$ cat src/rtl/pc_pkg.sv
// Shared constants and types for the fetch-stage program-counter controller.
package pc_pkg;

  localparam logic [6:0] OP_JAL    = 7'b1101111;
  localparam logic [6:0] OP_JALR   = 7'b1100111;
  localparam logic [6:0] OP_BRANCH = 7'b1100011;

  typedef enum logic {
    RUN  = 1'b0,
    WAIT = 1'b1
  } pc_state_t;

  function automatic logic is_ctrl_op(input logic [6:0] op);
    return (op == OP_JAL) || (op == OP_JALR) || (op == OP_BRANCH);
  endfunction

endpackage

$ cat src/rtl/pc_target_calc.sv
// Taken-target computation: PC-relative or absolute (bit0 cleared), plus alignment flag.
module pc_target_calc #(
  parameter int XLEN = 32
) (
  input  logic [XLEN-1:0] branch_pc,
  input  logic            is_abs,
  input  logic [XLEN-1:0] target_rel,
  input  logic [XLEN-1:0] target_abs,
  output logic [XLEN-1:0] tgt,
  output logic            misaligned
);

  localparam logic [XLEN-1:0] CLR_B0 = ~XLEN'(1);

  // Relative add wraps modulo 2^XLEN; no overflow is reported.
  assign tgt        = is_abs ? (target_abs & CLR_B0) : (branch_pc + target_rel);
  assign misaligned = |tgt[1:0];

endmodule

$ cat src/rtl/pc_ctrl.sv
// Fetch-stage PC controller: sequential advance, freeze on control ops until resolved.
module pc_ctrl
  import pc_pkg::*;
#(
  parameter int              XLEN      = 32,
  parameter logic [XLEN-1:0] RESET_VEC = '0,
  parameter logic [XLEN-1:0] TRAP_VEC  = XLEN'('h100),
  parameter int              CNT_W     = 32
) (
  input  logic             CLK,
  input  logic             RESET,
  input  logic [6:0]       opcode,
  input  logic             op_valid,
  input  logic             hold,
  input  logic             resolve_valid,
  input  logic             taken,
  input  logic             is_abs,
  input  logic [XLEN-1:0]  target_rel,
  input  logic [XLEN-1:0]  target_abs,
  output logic [XLEN-1:0]  ip,
  output logic [XLEN-1:0]  pc_def,
  output logic             fetch_valid,
  output logic             misalign,
  output logic [CNT_W-1:0] redirect_cnt
);

  localparam logic [XLEN-1:0] INC = XLEN'(4);

  pc_state_t       state;
  logic [XLEN-1:0] branch_pc;
  logic [XLEN-1:0] tgt;
  logic            tgt_mis;

  pc_target_calc #(.XLEN(XLEN)) u_tgt (
    .branch_pc  (branch_pc),
    .is_abs     (is_abs),
    .target_rel (target_rel),
    .target_abs (target_abs),
    .tgt        (tgt),
    .misaligned (tgt_mis)
  );

  assign pc_def      = ip + INC;
  assign fetch_valid = (state == RUN) && !hold;

  always_ff @(posedge CLK) begin
    if (RESET) begin
      state        <= RUN;
      ip           <= RESET_VEC;
      branch_pc    <= '0;
      misalign     <= 1'b0;
      redirect_cnt <= '0;
    end else begin
      misalign <= 1'b0;
      case (state)
        RUN: begin
          // A stall wins over control-op detection; the op is seen again once released.
          if (!hold) begin
            if (op_valid && is_ctrl_op(opcode)) begin
              branch_pc <= ip;
              state     <= WAIT;
            end else begin
              ip <= ip + INC;
            end
          end
        end
        WAIT: begin
          if (resolve_valid) begin
            state <= RUN;
            if (!taken) begin
              ip <= branch_pc + INC;
            end else begin
              if (tgt_mis) begin
                ip       <= TRAP_VEC;
                misalign <= 1'b1;
              end else begin
                ip <= tgt;
              end
              if (!(&redirect_cnt))
                redirect_cnt <= redirect_cnt + CNT_W'(1);
            end
          end
        end
        default: state <= RUN;
      endcase
    end
  end

endmodule
$ cat config.mk
export PLATFORM = sky130hd
export DESIGN_NAME = pc_ctrl
export DESIGN_NICKNAME = d
export VERILOG_FILES = /design/src/rtl/pc_pkg.sv /design/src/rtl/pc_target_calc.sv /design/src/rtl/pc_ctrl.sv
export SDC_FILE = /design/constraint.sdc
export NUM_CORES = 1
export LEC_CHECK = 0
export CORE_MARGIN = 2
export CORE_UTILIZATION = 47
export DETAILED_ROUTE_END_ITERATION = 10
export GPL_TIMING_DRIVEN = 0
export PLACE_DENSITY = 0.82
export SYNTH_ARGS = -nofsm -noshare
export SYNTH_HDL_FRONTEND = slang
export SYNTH_HIERARCHICAL = 1
export SYNTH_SLANG_ARGS = --single-unit
export TNS_END_PERCENT = 50
$ cat constraint.sdc
create_clock -name CLK -period 2.8 [get_ports CLK]
set_input_delay 0.56 -clock CLK [delete_from_list [all_inputs] [get_ports CLK]]
set_output_delay 0.56 -clock CLK [all_outputs]
set_load 0.01 [all_outputs]
==> run metrics <==
run status=finished with violations; violated checks=negative setup slack; type of element capturing the critical path=output port; remaining max-slew budget at the tightest pin=50.5%; # fillers=1,317; maximum number of pins on one net before global-route repair=15; CTS max path bufs=2; type of the worst min-delay path=reg2reg; clock-pin slew reported for the worst setup and hold paths after clock tree synthesis=0.06 ns; power density relative to cell area=279 nW/µm²; HPWL after detailed placement=21,800 µm; cell with the largest stage delay on the worst path=clkdlybuf4s50_1; global-route wire length before repair=45,400 µm; net total in the final layout=1,399; data arrival time of the critical path=2.31 ns; leakage=4.28 nW; nets in the synthesized netlist=1,176; post-route clock skew=0.00678 ns; Area Overhead vs Synth=43.4%; commonest cells after routing, fill and taps aside=clkdlybuf4s50_1 (133), nor2_1 (110), nand2_1 (109); number of enable-type register cells in the synthesized netlist=0; Die Outline Area=18,200 µm²; mean area per synthesized cell=7.57 µm²; Least-Margin Pin Slew=0.742 ns; number of hold-slack violations in the final timing report=0; unrepaired setup endpoints after global routing=true; clock latency on the worst-skew pair=0.35 ns; final std cell area, no fill=11,500 µm²; IO Count=176; leading area contributor after synthesis=dfxtp_1; critical path data required time=2.24 ns; total setup violations reported at the end of the flow=6; Antenna Violating Nets Remaining=0; Max Slew Vio Count=0; post-DR wirelength/cell=20.2 µm; number of sinks driven by the clock tree=98; Die W=135 µm; async set or reset register ratio after synthesis=0%; effective utilization at floorplan=48.3%; area share of the largest cell type after synthesis=24.4%; max-cap viol count=0; maximum level of the CTS H-tree=3; Tmin final=2.87 ns; post-route clock period utilization=103%; antenna cells=0; number of global-route vias before repair=8,737; count of vias placed by the detailed router=9,620; count of cell types in the netlist=85; Crit Path Category=reg2out; global placement routability congestion=0.982; type of origin of the critical path=register; fraction of final layout cells with drive strength greater than 1=19.9%; most common library cell in the layout ignoring fill and taps=clkdlybuf4s50_1; clock tree from TritonCTS=done; antenna violations before repair=0; share of synthesized area occupied by flip-flops and latches=24.4%; Detailed Route WL=30,600 µm; number of DRC violations after detailed routing=0; cts bufs inserted=9; warnings from Yosys=6; post-route total power=3.22 mW; iteration count of the initial detailed-routing pass=6; worst setup margin=-0.0714 ns; fmax=348 MHz; synth top area cells=dfxtp_1 (24%), xnor2_1 (6.4%), nor2_1 (5.6%); main flop type after synthesis=dfxtp_1; core outline area=16,600 µm²; count of input and output buffers=174; flops & latches, synth=98; ordered list of cells on the worst path=ha_4, nand3_1, nor2_2, nand4_1, xnor2_2, clkdlybuf4s50_1; longest individual stage delay on the worst path=0.59 ns; placed cell areas=10,100 µm²; Post-Syn Instances=1,063; vias per cell=6.37; Overflow after GRT=0; Max rail drop VDD=0.277 mV; initial DRC count=1,163; Die Y-Extent=135 µm; total global routing track utilization=31.6%; pre-CTS setup slack=-1.02 ns; cell at the root of the clock tree=clkbuf_16; post-synthesis instance area=8040 µm²; num rows=47; maximum fanout count along the critical path=8
[per-layer routing]
layer	part of all wire, %	track usage [%]	vias up
li1	-	-	4326
met1	39	40.8	4477
met2	46	50.6	669
met3	10	5.71	148
met4	5.0	16.1	0
met5	0	0	-
[synthesized netlist by cell type (4+ instances only)]
master / n
a211oi_1: 5
a21o_1: 5
a21oi_1: 83
a221oi_1: 10
a311oi_1: 4
a31oi_1: 13
and2_1: 11
and3_1: 19
and4_1: 5
buf_2: 7
buf_6: 4
clkbuf_1: 36
dfxtp_1: 98
ha_1: 34
inv_1: 27
mux2i_1: 32
nand2_1: 117
nand2b_1: 7
nand3_1: 42
nand4_1: 35
nor2_1: 119
nor3_1: 34
nor4_1: 9
nor4_4: 4
o2111a_1: 5
o2111ai_1: 5
o211ai_1: 4
o21ai_0: 81
o21ai_1: 4
o21bai_1: 4
o31ai_1: 9
or3_1: 13
xnor2_1: 59
xor2_1: 42
[layout make-up]
cell class	instances	area [µm²]	area share, %
flip-flops and latches	98	2000	17.4
plain buffers	50	289	2.51
well taps	220	275	2.39
multi-input cells	882	6530	56.6
repair buffers	218	2040	17.7
clock buffers	14	264	2.29
inverters	27	101	0.879
clock inverters	2	35.0	0.304
[metrics by stage]
step	utilization, %	TNS (ns)	hold WS [ns]	instances
after floorplan	-	-0.00847	0.487	1063
after global placement	60.5	-26.48	0.491	1457
after detailed placement	60.5	-28.58	0.503	1457
after CTS	66.5	-0.354	0.512	1501
after global routing	69.3	-1.11	0.535	1511
final	69.3	-0.213	0.518	1511
[repair_timing]
action	CTS	global route
setup buffers	31	13
hold buffers	0	0
gates resized for setup	146	132
pin swaps	28	52
hold endpoints to repair	0	0
endpoints found under the setup margin	57	39
[cells by family after synthesis]
kind of cell	count (synthesis)	share of synthesized area, %
simple gates	443	28.1
compound gates	269	21.8
xor+xnor	101	11.0
fa+ha+maj	35	5.54
buf+inv	83	4.85
flops	98	24.4
mux	34	4.31
[registers in the layout, indices dropped and copies added, names as in the netlist]
signal,count
redirect_cnt,32
state,1
branch_pc,32
ip,32
misalign,1
[worst max-delay path: cells and delay by family, from the launching register on]
kind	cells	cell delay, ns
buffers and inverters	1	0.59
AND/OR/NAND/NOR	3	0.53
flip-flops	1	0.42
XOR/XNOR	1	0.24
adder cells (fa/ha/maj)	1	0.17
[worst paths after layout]
check | startpoint | end | slack (ns) | cells after the start
worst max register to register | branch_pc[0] | ip[24] | 0 | 12
worst min-delay path | redirect_cnt[31] | redirect_cnt[31] | 0.52 | 2
worst max-delay path | ip[2] | pc_def[10] | -0.07 | 6
worst min register to register | redirect_cnt[31] | redirect_cnt[31] | 0.52 | 2
[power breakdown]
part | internal (mW) | switching [mW] | leakage [nW]
Combinational | 0.242 | 0.286 | 3.33
Sequential | 1.40 | 0.0144 | 0.802
Clock | 0.742 | 0.537 | 0.147
(Power assumes the default switching activity.)
